File: src/rtl/lfsr_pkg.sv
// Shared constants and the single-step function for the Fibonacci LFSR.
// Tap masks mark which state bits feed the XOR feedback into bit 0.
package lfsr_pkg;

  localparam int LFSR_MAX_WIDTH = 64;

  localparam logic [7:0]  LFSR_TAPS_8  = 8'hB8;
  localparam logic [15:0] LFSR_TAPS_16 = 16'hB400;
  localparam logic [31:0] LFSR_TAPS_32 = 32'h8020_0003;

  localparam logic [15:0] LFSR_SEED_16 = 16'hACE1;

  // One Fibonacci step on a zero-extended state: shift toward the MSB and
  // insert the parity of the tapped bits at bit 0. Bits at or above width
  // are masked off so the 64-bit carrier never leaks into the result.
  function automatic logic [LFSR_MAX_WIDTH-1:0] lfsr_step(
    input logic [LFSR_MAX_WIDTH-1:0] state,
    input logic [LFSR_MAX_WIDTH-1:0] taps,
    input int                        width
  );
    logic [LFSR_MAX_WIDTH-1:0] mask;
    logic                      fb;
    mask = {LFSR_MAX_WIDTH{1'b1}} >> (LFSR_MAX_WIDTH - width);
    fb   = ^(state & taps & mask);
    return ((state << 1) | {{(LFSR_MAX_WIDTH-1){1'b0}}, fb}) & mask;
  endfunction

endpackage

File: src/rtl/lfsr_prng_step_net.sv
// Combinational next-state network: STEP chained single LFSR steps.
// Pure logic, no state; the top samples the result on a transfer.
module lfsr_step_net
  import lfsr_pkg::*;
#(
  parameter int               WIDTH = 16,
  parameter logic [WIDTH-1:0] TAPS  = LFSR_TAPS_16,
  parameter int               STEP  = 1
) (
  input  logic [WIDTH-1:0] state_in,
  output logic [WIDTH-1:0] state_out
);

  localparam logic [LFSR_MAX_WIDTH-1:0] TAPS_EXT = LFSR_MAX_WIDTH'(TAPS);

  logic [LFSR_MAX_WIDTH-1:0] acc;

  // Unrolled chain of STEP single steps, evaluated within one cycle.
  always_comb begin
    acc = '0;
    acc[WIDTH-1:0] = state_in;
    for (int i = 0; i < STEP; i++) begin
      acc = lfsr_step(acc, TAPS_EXT, WIDTH);
    end
    state_out = acc[WIDTH-1:0];
  end

endmodule

File: src/rtl/lfsr_prng.sv
// Parametrised Fibonacci LFSR source with valid/ready output, runtime reseed
// and multi-bit step per transfer. A zero seed is replaced by SEED and flagged
// with a one-cycle zero_seed_err pulse, so the all-zero lock-up state can
// never be entered.
// Optional build macro LFSR_PERIOD_CNT_EN adds period_done / period_cnt,
// which count transfers since the last seed and flag a return to that seed.
module lfsr_prng
  import lfsr_pkg::*;
#(
  parameter int               WIDTH = 16,
  parameter logic [WIDTH-1:0] TAPS  = LFSR_TAPS_16,
  parameter logic [WIDTH-1:0] SEED  = LFSR_SEED_16,
  parameter int               STEP  = 1
) (
  input  logic             clk,
  input  logic             reset,
  input  logic             seed_valid,
  input  logic [WIDTH-1:0] seed_data,
  output logic             out_valid,
  input  logic             out_ready,
  output logic [WIDTH-1:0] out_data,
  output logic             zero_seed_err
`ifdef LFSR_PERIOD_CNT_EN
  ,
  output logic             period_done,
  output logic [WIDTH-1:0] period_cnt
`endif
);

  if (WIDTH < 3 || WIDTH > LFSR_MAX_WIDTH) begin : g_bad_width
    $error("lfsr_prng: WIDTH must be within 3..64");
  end
  if (SEED == '0) begin : g_bad_seed
    $error("lfsr_prng: SEED must be non-zero");
  end
  if (STEP < 1 || STEP > WIDTH) begin : g_bad_step
    $error("lfsr_prng: STEP must be within 1..WIDTH");
  end

  logic [WIDTH-1:0] state_q, state_d;
  logic             valid_q, valid_d;
  logic             err_q, err_d;
  logic [WIDTH-1:0] stepped;
  logic [WIDTH-1:0] seed_eff;
  logic             seed_zero;
  logic             fire;

  lfsr_step_net #(
    .WIDTH (WIDTH),
    .TAPS  (TAPS),
    .STEP  (STEP)
  ) u_step_net (
    .state_in  (state_q),
    .state_out (stepped)
  );

  assign fire      = valid_q & out_ready;
  assign seed_zero = (seed_data == '0);
  assign seed_eff  = seed_zero ? SEED : seed_data;

  // Next state: a seed load overrides a transfer; otherwise step on fire.
  always_comb begin
    state_d = state_q;
    valid_d = 1'b1;
    err_d   = 1'b0;
    if (seed_valid) begin
      state_d = seed_eff;
      err_d   = seed_zero;
    end else if (fire) begin
      state_d = stepped;
    end
  end

  // State, valid and error-pulse registers with synchronous reset.
  always_ff @(posedge clk) begin
    if (reset) begin
      state_q <= SEED;
      valid_q <= 1'b0;
      err_q   <= 1'b0;
    end else begin
      state_q <= state_d;
      valid_q <= valid_d;
      err_q   <= err_d;
    end
  end

  assign out_data      = state_q;
  assign out_valid     = valid_q;
  assign zero_seed_err = err_q;

`ifdef LFSR_PERIOD_CNT_EN
  logic [WIDTH-1:0] cnt_q, cnt_d;
  logic [WIDTH-1:0] ref_q, ref_d;
  logic             done_q, done_d;

  // Period tracking: compare each post-transfer state with the last seed.
  always_comb begin
    cnt_d  = cnt_q;
    ref_d  = ref_q;
    done_d = 1'b0;
    if (seed_valid) begin
      cnt_d = '0;
      ref_d = seed_eff;
    end else if (fire) begin
      if (stepped == ref_q) begin
        done_d = 1'b1;
        cnt_d  = '0;
      end else begin
        cnt_d = cnt_q + 1'b1;
      end
    end
  end

  // Period counter registers; reset re-captures SEED as the reference.
  always_ff @(posedge clk) begin
    if (reset) begin
      cnt_q  <= '0;
      ref_q  <= SEED;
      done_q <= 1'b0;
    end else begin
      cnt_q  <= cnt_d;
      ref_q  <= ref_d;
      done_q <= done_d;
    end
  end

  assign period_done = done_q;
  assign period_cnt  = cnt_q;
`endif

endmodule
File: config.mk
export PLATFORM = sky130hd
export DESIGN_NAME = lfsr_prng
export DESIGN_NICKNAME = d
export VERILOG_FILES = /design/src/rtl/lfsr_pkg.sv /design/src/rtl/lfsr_prng_step_net.sv /design/src/rtl/lfsr_prng.sv
export SDC_FILE = /design/constraint.sdc
export NUM_CORES = 1
export LEC_CHECK = 0
export BUFFER_PORTS_ARGS = -buffer_cell sky130_fd_sc_hd__buf_4
export CAP_MARGIN = 0
export CORE_MARGIN = 2
export CORE_UTILIZATION = 42
export CTS_BUF_LIST = sky130_fd_sc_hd__clkbuf_16
export DETAILED_ROUTE_END_ITERATION = 10
export GPL_TIMING_DRIVEN = 0
export PLACE_DENSITY = 0.83
export REMOVE_ABC_BUFFERS = 1
export SLEW_MARGIN = 20
export SYNTH_ARGS = -nofsm -noshare
export SYNTH_HDL_FRONTEND = slang
export SYNTH_SLANG_ARGS = --single-unit
File: constraint.sdc
create_clock -name clk -period 1.1 [get_ports clk]
set_input_delay 0.11 -clock clk [delete_from_list [all_inputs] [get_ports clk]]
set_output_delay 0.11 -clock clk [all_outputs]
set_load 0.01 [all_outputs]
==> Word level (Yosys, flattened, before mapping) <==
Index checks and enable logic that the tools add are counted.
{ "word_totals": {"elab_cells": 14, "register_bits": 18, "output_inout_bits": 18} }
{ "classes": {"n_bitwise": 3, "muxes": 4, "reduce_logical": 4} }
{ "op_table": {"columns": ["cell", "count"], "rows": [
  ["parity 64 bit", 1],
  ["2-to-1 mux 16 bit", 3],
  ["logical NOT 16 bit", 1],
  ["bitwise OR 16 x 1 -> 16 bit", 1],
  ["nonzero test 2 bit", 1],
  ["OR reduction 2 bit", 1],
  ["bitwise AND 1 bit", 1],
  ["2-to-1 mux 1 bit", 1],
  ["inverter 1 bit", 1]
]} }

==> Depth between registers and ports, before layout <==
Gate-level depths: netlist (run 1).
{ "depth": {"ltp_word": 4, "depth_mapped": 5, "mapped_depth_nobuf": 3} }

==> Hierarchy <==
A second synthesis (run 1) with hierarchy kept.
{ "hier_totals": {"hier_cells": 118, "area_unflattened_um2": 992.2} }
{ "modules_own_cells": {"columns": ["mod", "instances", "area_per_inst_um2", "cells_each"], "rows": [
  ["lfsr_prng", 1, 853.3, 100],
  ["lfsr_step_net", 1, 138.9, 18]
]} }

==> Worst setup path before layout (run 1) <==
OpenSTA, ideal clock, no wires.
{ "synth_path": {"path_type": "flip-flop to flip-flop", "from": "register valid_q (netlist: out_valid)", "to": "register state_q[13] (netlist: out_data[13])", "t_arrival_ps": 1027, "path_stages_with_launch": 5, "setup_time_ps": 138, "setup_slack_ps": -65, "n_path_buf": 1, "period_less_slack_ps": 1165, "path_cell_list": "dfxtp_1 nand2_2 buf_6 a211oi_2 o221ai_1"} }
{ "synth_between": {"elab_chain_len": 2} }
{ "synth_lines": {"columns": ["element", "line", "source"], "rows": [
  ["start: declaration", "lfsr_prng.sv:41", "logic valid_q, valid_d;"],
  ["start signal: assignment", "lfsr_prng.sv:82", "valid_q <= valid_d;"],
  ["bitwise AND 1 bit", "lfsr_prng.sv:57", "assign fire = valid_q & out_ready;"],
  ["nonzero test 2 bit (no source line)", null, null],
  ["end signal: assignment", "lfsr_prng.sv:81", "state_q <= state_d;"],
  ["end: declaration", "lfsr_prng.sv:40", "logic [WIDTH-1:0] state_q, state_d;"]
]} }
Every way passes these cells.
A chain may end at the register's enable or synchronous reset.

==> Worst setup path after layout (run 1) <==
Same ends and word-level chain as after synthesis.

==> flow_summary.toml, run 1 <==
[final_layout]
layout-drive-gt1-share_pct = 43.9
syn2layout_area_growth_pct = 46.1
stdcell_area_um2 = 1400
fin_nets = 160
antenna_cells = 0

[route]
antenna_left = 0
drt_iter0_drc = 17
drtPass1Iterations = 4
vias = 998
drt_wl_total_mm = 2.79
wl_per_cell_um = 16.7
drcViolationCount = 0
viasPerCell = 5.98

[clock_network]
cts_root_buf = "clkbuf_16"
cts_tree = "yes"
clockBufferDepth = 2
cts_max_level = 1
cts.sinks = 18
clock_latency_ns = 0.25
cts_buffers = 3
clk_pin_slew_worst_paths_ns = 0.05

[placed_design]
place_ws_ns = -0.521
gp_congestion = 0.813
postPlaceCellArea_um2 = 1220
io_buffers = 37
dp_hpwl_mm = 1.83

[critical_path]
r2r_setup_slack_ns = 0.02
path_buf_inv = 0
cp.arrival_ns = 1.20
start_kind = "register"
critPathCaptureType = "register"
critPathMaxStageDelay_ns = 0.43
r2r_start = "out_valid$_DFF_P_"
crit_required_ns = 1.22
r2r_cells = 3
crit_slowest_cell = "dfxtp_4"
critPathTopFamily = "flip-flops"
crit_path_start = "out_valid$_DFF_P_"
path_cells = "nand2_8, a211oi_2, o221ai_1"
crit_type = "register to register"
crit_fanout = 16
worstReg2RegEnd = "out_data[13]$_SDFFE_PP1P_"

[floorplanning]
initial_core_util_pct = 43.6
fp-row-count = 17
coreArea_um2 = 2190
die_y_um = 51.7
chipWidth_um = 51.7
dieArea_um2 = 2670
boundaryPins = 38

[hold_path]
whs_path_depth = 2
min_from = "reset"
min_path_type = "primary input to register"
hold_end = "out_data[1]$_SDFFE_PP0P_"

[timing]
fin_crit_ns = 1.08
timing.final.ws_setup_ns = 0.0160
fmax_mhz = 922
post-route-period-util_pct = 98.5
slew_viol_final = 0
max-slew-margin-rel_pct = 66.6
setup_viol = 0
hold_viol = 0
tightest_slew_ns = 0.500
rsz0062_at_grt = "yes"
finClkSkew_ns = 0.00491

[synth]
synth_sequential_area_ratio_pct = 37.7
synth_cell_types = 23
ys.flop_type = "dfxtp_1"
synth_area_um2 = 956
async_flop_share_pct = 0
avgSynthCellArea_um2 = 9.28
ys_ff_latch = 18
synthCells = 103
ys_warn_count = 0
synth_edf_count = 0

[grt]
grt_first_pass_wirelength_mm = 4.46
globalRouteTotalUtil_pct = 22.3
grt_overflow_total = 0
grt_max_degree = 32
antenna_found_initial = 0
grt_pass1_vias = 949

[pwr]
p_leak_nw = 0.554
peakVddDrop_mv = 0.763
p_per_area_nw_per_um2 = 1330

[outcome]
status = "completed"

[run]
maxCapViolCount = 0
layout make-up:
class	instances	area, µm²
clock buffer	3	75.1
clock inverter	1	3.75
fill	187	795
inverter	2	7.51
multi-input combinational	75	611
sequential	18	364
tap	28	35.0
timing repair buffer	40	300
synth_stat cells, drive strengths merged, types with 2 or more instances:
library cell / n / area, µm²
clkbuf: 2 / 7.51
nor3: 2 / 10.0
and3: 7 / 43.8
o221ai: 7 / 61.3
buf: 6 / 38.8
xnor2: 3 / 26.3
nand2: 9 / 36.3
nand3: 8 / 40.0
a211oi: 8 / 65.1
a311oi: 8 / 70.1
nor4: 4 / 85.1
nor2: 15 / 56.3
dfxtp: 18 / 360
kinds of logic after synthesis:
group                     share of synthesized area (%)
AOI/OAI and AO/OA                                  22.4
xor gates and xnor gates                           2.75
DFF                                                37.7
buffers and inverters                              5.63
and+or+nand+nor                                    31.5
flip-flops by register name, indices dropped and copies added (netlist names):
| name | cells |
|---|---|
| out_valid | 1 |
| zero_seed_err | 1 |
| out_data | 16 |
placed cells by master (no fill, tap or decap), types with 2 or more instances in the layout:
cell type / instances
a211oi_2: 7
a311oi_1: 7
and3_1: 7
buf_4: 40
clkbuf_16: 3
clkinv_1: 2
dfxtp_1: 17
nand2_1: 8
nand3_1: 8
nor2_1: 15
nor3_1: 2
nor4_4: 4
o221ai_1: 7
xnor2_1: 3
repair_timing:
action                                  CTS  global route
hold buffers                              0             0
setup buffers                             2             1
pin swaps                                 0             2
endpoints found under the setup margin   17            12
gates resized for setup                   9             5
power by group:
| part | total (W) | internal (W) | switching [W] |
|---|---|---|---|
| Combinational | 0.000373 | 0.000183 | 0.000191 |
| Sequential | 0.000746 | 0.000698 | 0.0000489 |
| Clock | 0.000739 | 0.000484 | 0.000256 |
through the flow:
stage / hold WS, ns / TNS [ns] / instances / util (%) / total power, W
after floorplan: 0.182 / -2.22 / 95 / - / 0.000893
final: 0.168 / 0 / 167 / 63.7 / 0.00186
after CTS: 0.147 / -0.00502 / 166 / 61.9 / 0.00185
after global placement: 0.391 / -5.41 / 160 / 55.8 / 0.00108
after global routing: 0.178 / -0.107 / 167 / 63.7 / 0.00193
after detailed placement: 0.406 / -6.01 / 160 / 55.8 / 0.00109
layer usage:
metal / GRT usage (%) / share of wire, % / vias up
met3: 3.16 / 5.1 / 5
met4: 9.21 / 1.7 / 0
met5: 0 / 0 / -
li1: - / - / 471
met1: 29.8 / 43 / 485
met2: 35.9 / 50 / 37
worst max path at each step:
stage	to	slack (ns)	cells past startpoint
after floorplan	out_data[10]$_SDFFE_PP1P_	-0.24	3
after global placement	out_data[15]$_SDFFE_PP1P_	-0.45	3
after detailed placement	out_data[5]$_SDFFE_PP1P_	-0.52	3
after CTS	out_data[0]$_SDFFE_PP1P_	-0.005	3
after global routing	out_data[10]$_SDFFE_PP1P_	-0.04	3
final	out_data[13]$_SDFFE_PP1P_	0.02	3
Power figures use the tool's default switching activity.
==> inputs of run 2 (changes only) <==
- RECOVER_POWER: unset -> 50
- REMOVE_ABC_BUFFERS: 1 -> unset
==> flow_summary.toml, run 2 (same netlist as run 1, synthesis figures left out) <==
[timing]
slew_viol_final = 0
tightest_slew_ns = 0.528
rsz0062_at_grt = "yes"
finClkSkew_ns = 0.00124
fin_crit_ns = 1.13
max-slew-margin-rel_pct = 64.8
setup_viol = 2
fmax_mhz = 884
timing.final.ws_setup_ns = -0.0318
post-route-period-util_pct = 103
hold_viol = 0

[critical_path]
critPathCaptureType = "register"
crit_fanout = 10
r2r_setup_slack_ns = -0.03
crit_type = "register to register"
crit_required_ns = 1.21
start_kind = "register"
cp.arrival_ns = 1.25

[final_layout]
n_fill_cell = 188
layout-drive-gt1-share_pct = 38.6
fin_nets = 166
stdcell_area_um2 = 1400
mostFrequentLayoutCells = "buf_4 (28), dfxtp_1 (17), nor2_1 (15), clkbuf_1 (13)"
stdcell_count = 173
syn2layout_area_growth_pct = 46.7
antenna_cells = 0
largest_register_ff_count = 16
mostFrequentLayoutCell = "buf_4"

[floorplanning]
dieArea_um2 = 2670
fp-row-count = 17
boundaryPins = 38
coreArea_um2 = 2190
die_y_um = 51.7
initial_core_util_pct = 43.6
chipWidth_um = 51.7

[placed_design]
dp_hpwl_mm = 2.09
gp_congestion = 0.867
postPlaceCellArea_um2 = 1280
io_buffers = 37
placed_cells_incl_taps = 168

[pwr]
p_per_area_nw_per_um2 = 1340
p_leak_nw = 0.532
peakVddDrop_mv = 0.871
power_w = 0.00187

[route]
drt_iter0_drc = 60
drt_wl_total_mm = 3.05
vias = 1057
viasPerCell = 6.11
wl_per_cell_um = 17.6
drcViolationCount = 0
antenna_left = 0
drtPass1Iterations = 4

[clock_network]
clockBufferDepth = 2
cts_buffers = 3
cts.sinks = 18
cts_tree = "yes"
cts_max_level = 1
clock_latency_ns = 0.25
clk_pin_slew_worst_paths_ns = 0.05
cts_root_buf = "clkbuf_16"
ctsHoldBuffers = 0

[run]
maxCapViolCount = 0

[hold_path]
min_path_type = "primary input to register"

[grt]
globalRouteTotalUtil_pct = 24.0
antenna_found_initial = 0
grt_overflow_total = 0
grt_max_degree = 11
grt_pass1_vias = 977
grt_first_pass_wirelength_mm = 4.71

[outcome]
violations = "negative setup slack"
status = "complete, but fails checks"

[synth]
syn-num-nets = 123
run 2: cell count changes in the layout (fill, tap and decap cells not counted):
| cell | before | now |
|---|---|---|
| a211oi_1 | 1 | 4 |
| a211oi_2 | 7 | 4 |
| buf_2 | 0 | 2 |
| a311oi_1 | 7 | 5 |
| buf_6 | 0 | 2 |
| buf_8 | 0 | 1 |
| clkbuf_1 | 0 | 13 |
| buf_4 | 40 | 28 |
| and3_1 | 7 | 4 |
| a2111oi_4 | 1 | 0 |
| and3_4 | 0 | 3 |
| a311oi_2 | 1 | 3 |
| a2111oi_2 | 0 | 1 |
run 2: metal layers:
metal | wire length (µm) | track usage [%]
met5 | 0 | 0
met4 | 59 | 9.65
met3 | 193 | 3.16
met2 | 1490 | 40.2
met1 | 1300 | 31.3
run 2: critical path, cell delays in order, from the launching register on:
cell,delay [ns]
dfxtp_4,0.38
buf_6,0.15
and3_1,0.19
a211oi_2,0.15
o221ai_1,0.12
run 2: area by class of cell:
type | count | area [µm²] | area share, %
Clock inverter | 1 | 3.75 | 0.268
Timing Repair Buffer | 38 | 251 | 17.9
Clock buffer | 3 | 75.1 | 5.35
Tap cell | 28 | 35.0 | 2.50
Multi-Input combinational cell | 75 | 611 | 43.5
Inverter | 2 | 7.51 | 0.535
Sequential cell | 18 | 364 | 26.0
Buffer | 8 | 55.1 | 3.93
run 2: path summary, 6_finish.rpt:
check | cells past startpoint | endpoint | startpoint
max reg2reg | 4 | out_data[13]$_SDFFE_PP1P_ | out_valid$_DFF_P_
max | 4 | out_data[13]$_SDFFE_PP1P_ | out_valid$_DFF_P_
min reg2reg | 2 | out_data[1]$_SDFFE_PP0P_ | out_data[1]$_SDFFE_PP0P_
min | 3 | out_data[12]$_SDFFE_PP0P_ | seed_data[12]
run 2: power by group:
group | total (W) | internal, W | switching, W
logic | 0.000380 | 0.000179 | 0.000201
clock network | 0.000746 | 0.000484 | 0.000262
registers | 0.000746 | 0.000697 | 0.0000491
run 2: metrics by stage:
step	hold slack (ns)	TNS (ns)	setup WS [ns]	util (%)
2_1_floorplan	0.280	0	0.0145	-
3_3_place_gp	0.430	-0.375	-0.0666	58.3
3_5_place_dp	0.438	-0.678	-0.0821	58.3
4_1_cts	0.173	-0.111	-0.0379	64.0
5_1_grt	0.192	-0.328	-0.0543	64.0
6_report	0.178	-0.0448	-0.0318	64.0
run 2: timing repair:
item,CTS,global route
setup buffers,1,0
gates cloned,0,0
pin swaps,4,8
resized for setup,10,7
endpoints found under the setup margin,12,15
==> inputs of run 3 (changes only) <==
- TNS_END_PERCENT: unset -> 10
==> flow_summary.toml, run 3 (same netlist as run 1, synthesis figures left out) <==
[outcome]
status = "complete, but fails checks"
violations = "negative setup slack"

[critical_path]
crit_fanout = 10
crit_end = "out_data[13]$_SDFFE_PP1P_"
r2r_setup_slack_ns = -0.03
crit_path_start = "out_valid$_DFF_P_"
cp.arrival_ns = 1.25
crit_required_ns = 1.21
r2r_cells = 4
worstReg2RegEnd = "out_data[13]$_SDFFE_PP1P_"
crit_type = "register to register"
critPathCaptureType = "register"
start_kind = "register"
r2r_start = "out_valid$_DFF_P_"

[floorplanning]
initial_core_util_pct = 43.6
die_y_um = 51.7
fp-row-count = 17
dieArea_um2 = 2670
coreArea_um2 = 2190
chipWidth_um = 51.7
boundaryPins = 38

[timing]
max-slew-margin-rel_pct = 65.3
fmax_mhz = 883
setup_viol = 3
tightest_slew_ns = 0.520
timing.final.ws_setup_ns = -0.0330
post-route-period-util_pct = 103
fin_crit_ns = 1.13
rsz0062_at_grt = "yes"
hold_viol = 0
finClkSkew_ns = 0.000946
slew_viol_final = 0

[grt]
grt_overflow_total = 0
grt_first_pass_wirelength_mm = 4.71
globalRouteTotalUtil_pct = 24.0
grt_max_degree = 11
antenna_found_initial = 0
grt_pass1_vias = 977

[final_layout]
largest_register_ff_count = 16
fin_nets = 166
utilization_pct = 63.3
mostFrequentLayoutCells = "buf_4 (28), dfxtp_1 (17), nor2_1 (15), clkbuf_1 (13)"
mostFrequentLayoutCell = "buf_4"
syn2layout_area_growth_pct = 45.2
antenna_cells = 0
layout-drive-gt1-share_pct = 36.6

[placed_design]
dp_hpwl_mm = 2.09
io_buffers = 37
place_ws_ns = -0.0821
gp_congestion = 0.867

[pwr]
p_per_area_nw_per_um2 = 1340
peakVddDrop_mv = 0.873
p_leak_nw = 0.536
p_sw_w = 0.000508
combPwrFrac_pct = 20.1
power_w = 0.00186
swShare_pct = 27.3
p_int_w = 0.00136
pwr-share-clk_pct = 40.0
power_frac_seq_pct = 40.0

[route]
drt_wl_total_mm = 2.96
viasPerCell = 5.92
drt_iter0_drc = 51
wl_per_cell_um = 17.1
vias = 1025
antenna_left = 0
drcViolationCount = 0
drtPass1Iterations = 4

[run]
maxCapViolCount = 0

[hold_path]
min_path_type = "primary input to register"

[clock_network]
clockBufferDepth = 2
cts_root_buf = "clkbuf_16"
cts_tree = "yes"
cts_max_level = 1
clock_latency_ns = 0.25
cts_buffers = 3
cts.sinks = 18
clk_pin_slew_worst_paths_ns = 0.05
ctsHoldBuffers = 0

[synth]
syn-num-nets = 123
==> run 3: power by group through the flow <==
stage / sequential [W] / combinational [W] / clock (W)
final: 0.000745 / 0.000374 / 0.000745
after global routing: 0.000751 / 0.000404 / 0.000770
after CTS: 0.000742 / 0.000381 / 0.000735
after floorplan: 0.000767 / 0.000154 / 0
after detailed placement: 0.000756 / 0.000359 / 0
after global placement: 0.000753 / 0.000353 / 0
==> run 3: worst min path at each step <==
stage / slack, ns / depth (start not counted) / startpoint / end
CTS: 0.17 / 3 / seed_data[13] / out_data[13]$_SDFFE_PP1P_
global route: 0.19 / 3 / seed_data[1] / out_data[1]$_SDFFE_PP0P_
floorplan: 0.28 / 2 / seed_data[1] / out_data[1]$_SDFFE_PP0P_
global placement: 0.43 / 3 / seed_data[2] / out_data[2]$_SDFFE_PP0P_
finish: 0.18 / 3 / seed_data[12] / out_data[12]$_SDFFE_PP0P_
detailed placement: 0.44 / 3 / seed_data[1] / out_data[1]$_SDFFE_PP0P_
==> run 3: timing repair <==
item | 4_1_cts | 5_1_grt
buffers inserted | 1 | 0
setup endpoints to repair | 12 | 15
pin swaps | 4 | 5
cloned | 0 | 0
gates resized for setup | 10 | 4
==> run 3: layout make-up <==
cell class	instances	area, µm²
timing repair buffer	38	251
fill	192	803
clock buffer	3	75.1
multi-input combinational	75	596
tap	28	35.0
sequential	18	364
buffer	8	55.1
clock inverter	1	3.75
inverter	2	7.51
==> run 3: per-layer routing <==
layer / vias to the layer above / track usage, % / wire length [µm]
met1: 482 / 31.3 / 1240
met3: 7 / 3.16 / 175
li1: 489 / - / -
met2: 47 / 40.2 / 1480
met4: 0 / 9.65 / 57
met5: - / 0 / 0
==> run 3: metrics by stage <==
stage               instances  instance area [µm²]  hold WS, ns  setup TNS (ns)
floorplan                 103                  963        0.280               0
global placement          168                 1280        0.430          -0.375
detailed placement        168                 1280        0.438          -0.678
CTS                       173                 1400        0.173          -0.111
global route              173                 1390        0.193          -0.374
finish                    173                 1390        0.177         -0.0638
==> run 3: worst max-delay path, cell delays in order, from the launching register on <==
cell and delay, ns:
dfxtp_4 0.38, buf_6 0.15, and3_1 0.19, a211oi_2 0.15, o221ai_1 0.12
